[src/rtl/nsa_pkg.sv]
// nsa_pkg: shared types and helpers for the nibble-serial adder.
// Optional overflow output is enabled by defining NSA_OVERFLOW_EN.
package nsa_pkg;

  typedef enum logic [1:0] {
    IDLE = 2'd0,
    BUSY = 2'd1,
    DONE = 2'd2
  } nsa_state_t;

  localparam int NIB_W = 4;

  // Nibble counter width for a given operand width.
  function automatic int nsa_cnt_w(input int width);
    int nib;
    nib = width / NIB_W;
    return (nib <= 2) ? 1 : $clog2(nib);
  endfunction

endpackage

[src/rtl/add4_slice.sv]
// add4_slice: combinational 4-bit ripple-carry adder slice.
// With NSA_OVERFLOW_EN the carry into bit 3 is exported as c3.
module add4_slice
  import nsa_pkg::*;
(
  input  logic [NIB_W-1:0] a,
  input  logic [NIB_W-1:0] b,
  input  logic             cin,
  output logic [NIB_W-1:0] s,
  output logic             cout
`ifdef NSA_OVERFLOW_EN
  ,
  output logic             c3
`endif
);

  logic [NIB_W:0] c;

  // Bit-by-bit ripple chain; c[i] is the carry into bit i.
  always_comb begin
    c = '0;
    s = '0;
    c[0] = cin;
    for (int i = 0; i < NIB_W; i++) begin
      s[i]   = a[i] ^ b[i] ^ c[i];
      c[i+1] = (a[i] & b[i]) | (c[i] & (a[i] ^ b[i]));
    end
  end

  assign cout = c[NIB_W];

`ifdef NSA_OVERFLOW_EN
  assign c3 = c[NIB_W-1];
`endif

endmodule

[src/rtl/nibble_serial_adder.sv]
// nibble_serial_adder: WIDTH-bit A+B+cin, one nibble per clock.
// Define NSA_OVERFLOW_EN to drive out_ovf with signed overflow.
module nibble_serial_adder
  import nsa_pkg::*;
#(
  parameter int WIDTH = 16
) (
  input  logic             clk,
  input  logic             rst_n,
  input  logic             in_valid,
  output logic             in_ready,
  input  logic [WIDTH-1:0] in_a,
  input  logic [WIDTH-1:0] in_b,
  input  logic             in_cin,
  input  logic             abort,
  output logic             out_valid,
  input  logic             out_ready,
  output logic [WIDTH-1:0] out_sum,
  output logic             out_cout,
  output logic             out_ovf
);

  localparam int NIB   = WIDTH / NIB_W;
  localparam int CNT_W = nsa_cnt_w(WIDTH);
  localparam logic [CNT_W-1:0] LAST =
    CNT_W'(NIB - 1);

  nsa_state_t state_q;
  nsa_state_t state_d;

  logic [WIDTH-1:0] a_q;
  logic [WIDTH-1:0] b_q;
  logic [WIDTH-1:0] sum_q;
  logic             carry_q;
  logic             cout_q;
  logic [CNT_W-1:0] cnt_q;

  logic [NIB_W-1:0] slice_s;
  logic             slice_cout;
  logic             last;
  logic             accept;
  logic             step;

`ifdef NSA_OVERFLOW_EN
  logic             slice_c3;
  logic             ovf_q;
`endif

  assign last   = (cnt_q == LAST);
  assign accept = (state_q == IDLE) && in_valid;
  assign step   = (state_q == BUSY) && !abort;

  add4_slice u_slice (
    .a    (a_q[NIB_W-1:0]),
    .b    (b_q[NIB_W-1:0]),
    .cin  (carry_q),
    .s    (slice_s),
    .cout (slice_cout)
`ifdef NSA_OVERFLOW_EN
    ,
    .c3   (slice_c3)
`endif
  );

  // State register.
  always_ff @(posedge clk or negedge rst_n) begin
    if (!rst_n) begin
      state_q <= IDLE;
    end else begin
      state_q <= state_d;
    end
  end

  // Next-state: abort wins over the final nibble in BUSY.
  always_comb begin
    state_d = state_q;
    unique case (state_q)
      IDLE: if (in_valid) state_d = BUSY;
      BUSY: begin
        if (abort)     state_d = IDLE;
        else if (last) state_d = DONE;
      end
      DONE: if (out_ready) state_d = IDLE;
      default: state_d = IDLE;
    endcase
  end

  // Operand capture, nibble shifting and carry/result registers.
  always_ff @(posedge clk or negedge rst_n) begin
    if (!rst_n) begin
      a_q     <= '0;
      b_q     <= '0;
      sum_q   <= '0;
      carry_q <= 1'b0;
      cout_q  <= 1'b0;
      cnt_q   <= '0;
`ifdef NSA_OVERFLOW_EN
      ovf_q   <= 1'b0;
`endif
    end else if (accept) begin
      a_q     <= in_a;
      b_q     <= in_b;
      carry_q <= in_cin;
      cnt_q   <= '0;
    end else if (step) begin
      a_q     <= a_q >> NIB_W;
      b_q     <= b_q >> NIB_W;
      sum_q   <= {slice_s, sum_q[WIDTH-1:NIB_W]};
      carry_q <= slice_cout;
      if (last) begin
        cout_q <= slice_cout;
`ifdef NSA_OVERFLOW_EN
        ovf_q  <= slice_c3 ^ slice_cout;
`endif
      end else begin
        cnt_q <= cnt_q + 1'b1;
      end
    end
  end

  assign in_ready  = (state_q == IDLE);
  assign out_valid = (state_q == DONE);
  assign out_sum   = sum_q;
  assign out_cout  = cout_q;

`ifdef NSA_OVERFLOW_EN
  assign out_ovf = ovf_q;
`else
  assign out_ovf = 1'b0;
`endif

endmodule

[config.mk]
export PLATFORM = sky130hd
export DESIGN_NAME = nibble_serial_adder
export DESIGN_NICKNAME = d
export VERILOG_FILES = /design/src/rtl/nsa_pkg.sv /design/src/rtl/add4_slice.sv /design/src/rtl/nibble_serial_adder.sv
export SDC_FILE = /design/constraint.sdc
export NUM_CORES = 1
export LEC_CHECK = 0
export BUFFER_PORTS_ARGS = -buffer_cell sky130_fd_sc_hd__buf_4
export CORE_MARGIN = 2
export CORE_UTILIZATION = 40
export DETAILED_ROUTE_END_ITERATION = 16
export HOLD_SLACK_MARGIN = 0.08
export PLACE_DENSITY = 0.6
export SLEW_MARGIN = 25
export SYNTH_ARGS = -nofsm -noshare
export SYNTH_HDL_FRONTEND = slang
export SYNTH_SLANG_ARGS = --single-unit
[constraint.sdc]
create_clock -name clk -period 4.3 [get_ports clk]
set_input_delay 0.645 -clock clk [delete_from_list [all_inputs] [get_ports clk]]
set_output_delay 0.645 -clock clk [all_outputs]
set_load 0.05 [all_outputs]
==> results.cfg <==
[place]
placed_cell_area_mm2 = 0.00279
place.gp.congestion = 0.701
place_ws_ns = 2.08
dp_hpwl_um = 2820
numPortBuffers = 56

[finish]
final_layout_size_suffix_gt1_share_pct = 27.1
mostFrequentLayoutCell = buf_4
syn_to_final_growth_pct = 24.1
n_antenna_cell = 0
finalNetCount = 297
fin_util_pct = 51.9
fill_cells = 518
final_cell_mix = 58 x buf_4, 54 x dfrtp_1, 45 x nand2_1
design_area_mm2 = 0.00288

[sta]
finalCritPeriodShare_pct = 51.4
finalHoldViolCount = 0
grt_setup_unrepaired = no
relSlewSlack_pct = 55.0
finalSetupViolCount = 0
fin_ws_ns = 2.09
finalSetupTns_ns = 0
fmax_ghz = 0.453
worst_pin_slew_ns = 0.675
period_needed_ns = 2.21
slew_violations = 0
skew_ns = 0.00634

[routing]
drt-total-wl_um = 4390
viasPerCell = 5.06
wl_per_cell_um = 13.4
drt_iter0_drc = 66
vias = 1653
antenna_left = 0
drc = 0
firstDrtPassIters = 4

[cts]
cts_tree = yes
cts_buffers = 5
ctsHoldBuffers = 0
cts_root_buffer = clkbuf_8
clock-sinks = 54
htreeDepth = 2
clock_latency_ns = 0.30
post_cts_resized = 0
cts_buffer_depth = 2
path_clk_slew_ns = 0.09
post_cts_buffers = 0

[global_route]
grt_max_degree = 55
grt_usage_pct = 14.8
antenna_found_initial = 0
grt_pass1_vias = 1567
grt_pass1_wl_um = 7290
overflow = 0

[floorplanning]
core_area_mm2 = 0.00554
ios = 58
die_w_um = 80.1
die_h_um = 80.1
initial_utilization_pct = 41.8
rows = 27
dieArea_mm2 = 0.00642

[yosys]
synth-seq-area-share_pct = 58.3
async_flop_share_pct = 100
synth-main-ff-cell = dfrtp_1
synth.distinct_cells = 24
syn_inst = 203
synth_edf_count = 0
yosysWarnings = 0
syn_avg_cell_area_um2 = 11.4
synth_nets = 246
ys_ff_latch = 54
synth.cell_area_mm2 = 0.00232

[setup_path]
crit_fanout = 2
reg2reg_depth = 9
required_ns = 4.49
cp.arrival_ns = 2.40
cp-end-kind = register
r2r_setup_slack_ns = 2.09
crit_chain = fa_1 > inv_1 > fa_1 > inv_1 > fa_1 > inv_1 > fa_1 > nor2_1 > a221o_1
slowest_delay_ns = 0.41
critical_path_class = reg -> reg
cp-start-kind = register
cp_slowest_cell = dfrtp_1
worstReg2RegStart = a_q[0]$_DFFE_PN0P_
r2r_end = carry_q$_DFFE_PN0P_
cp_common_cell = fa_1

[power]
powerDensity_mw_per_mm2 = 702
power.static_leakage_nw = 1.56
irDropWorstVdd_uv = 300

[outcome]
status = finished clean

[hold_path]
hold_path_class = in -> async

[flow_run]
cap_viol_max_count = 0
## cell families (layout without fill, tap and decap cells)
family	count (synthesis)	after routing	share of synthesized area, %
xor gates and xnor gates	1	1	0.378
buffers and inverters	23	75	4.54
adders and majority gates	5	5	4.00
other	1	1	0.162
and+or+nand+nor	60	60	11.9
AOI/OAI and AO/OA	58	58	20.3
muxes	1	1	0.432
DFF	54	54	58.3
## worst max-delay path by stage
stage                     slack (ns)          startpoint  depth (start not counted)                      end
final                           2.09  a_q[0]$_DFFE_PN0P_                          9      carry_q$_DFFE_PN0P_
after detailed placement        2.08  a_q[0]$_DFFE_PN0P_                          9      carry_q$_DFFE_PN0P_
after global routing            1.99  a_q[0]$_DFFE_PN0P_                          9      carry_q$_DFFE_PN0P_
after floorplan                 2.26  a_q[0]$_DFFE_PN0P_                          8  out_sum[15]$_DFFE_PN0P_
after global placement          1.86            in_valid                          5      carry_q$_DFFE_PN0P_
after CTS                       2.06  a_q[0]$_DFFE_PN0P_                          9      carry_q$_DFFE_PN0P_
## synthesized netlist by cell type, types with 4 or more instances
cell,instances,share of area [%]
a21o_1,20,6.5
a221o_1,5,2.2
a22o_1,28,11
buf_2,6,1.3
clkbuf_1,6,0.97
dfrtp_1,54,58
fa_1,4,3.5
inv_1,9,1.5
nand2_1,45,7.3
nor2_1,5,0.81
nor3_1,4,0.86
o21ai_1,5,1.1
## flip-flops by register name (all words and copies together), names as in the netlist
register	count
b_q	16
carry_q	1
out_sum	16
out_cout	1
state_q	2
cnt_q	2
a_q	16
## critical path: cells and delay by family (launching register included)
| family | cells | cell delay [ns] |
|---|---|---|
| fa+ha+maj | 4 | 1.14 |
| flops | 1 | 0.41 |
| compound gates | 1 | 0.28 |
| buf+inv | 3 | 0.20 |
| simple gates | 1 | 0.06 |
## layer usage
metal / wire length [um] / vias to the layer above / track usage (%)
met1: 2060 / 801 / 20.3
met3: 312 / 4 / 4.61
met2: 1970 / 51 / 22.7
li1: - / 797 / -
met5: 0 / - / 0
met4: 44 / 0 / 4.58
## metrics by stage
| step | hold slack (ns) | instances | power (mW) |
|---|---|---|---|
| final | 0.367 | 327 | 2.02 |
| after floorplan | 0.349 | 203 | 1.51 |
| after CTS | 0.398 | 327 | 2.05 |
| after global placement | 0.459 | 319 | 1.74 |
| after detailed placement | 0.464 | 319 | 1.76 |
| after global routing | 0.420 | 327 | 2.18 |
## where the power goes
group	internal (mW)	switching (mW)	total, mW	leakage [nW]
clock	0.130	0.154	0.284	0.0482
combinational	0.342	0.534	0.877	0.827
sequential	0.725	0.134	0.859	0.682
total	1.20	0.822	2.02	1.56
## layout make-up
cell class | count | area, um2 | area share, %
well taps | 72 | 90.1 | 3.13
inverters | 9 | 33.8 | 1.17
repair buffers | 58 | 435 | 15.1
flip-flops and latches | 54 | 1350 | 47.0
clock inverters | 1 | 5.00 | 0.174
multi-input cells | 126 | 875 | 30.4
clock buffers | 7 | 86.3 | 3.00
No activity file was read; power rests on OpenSTA's default activity.
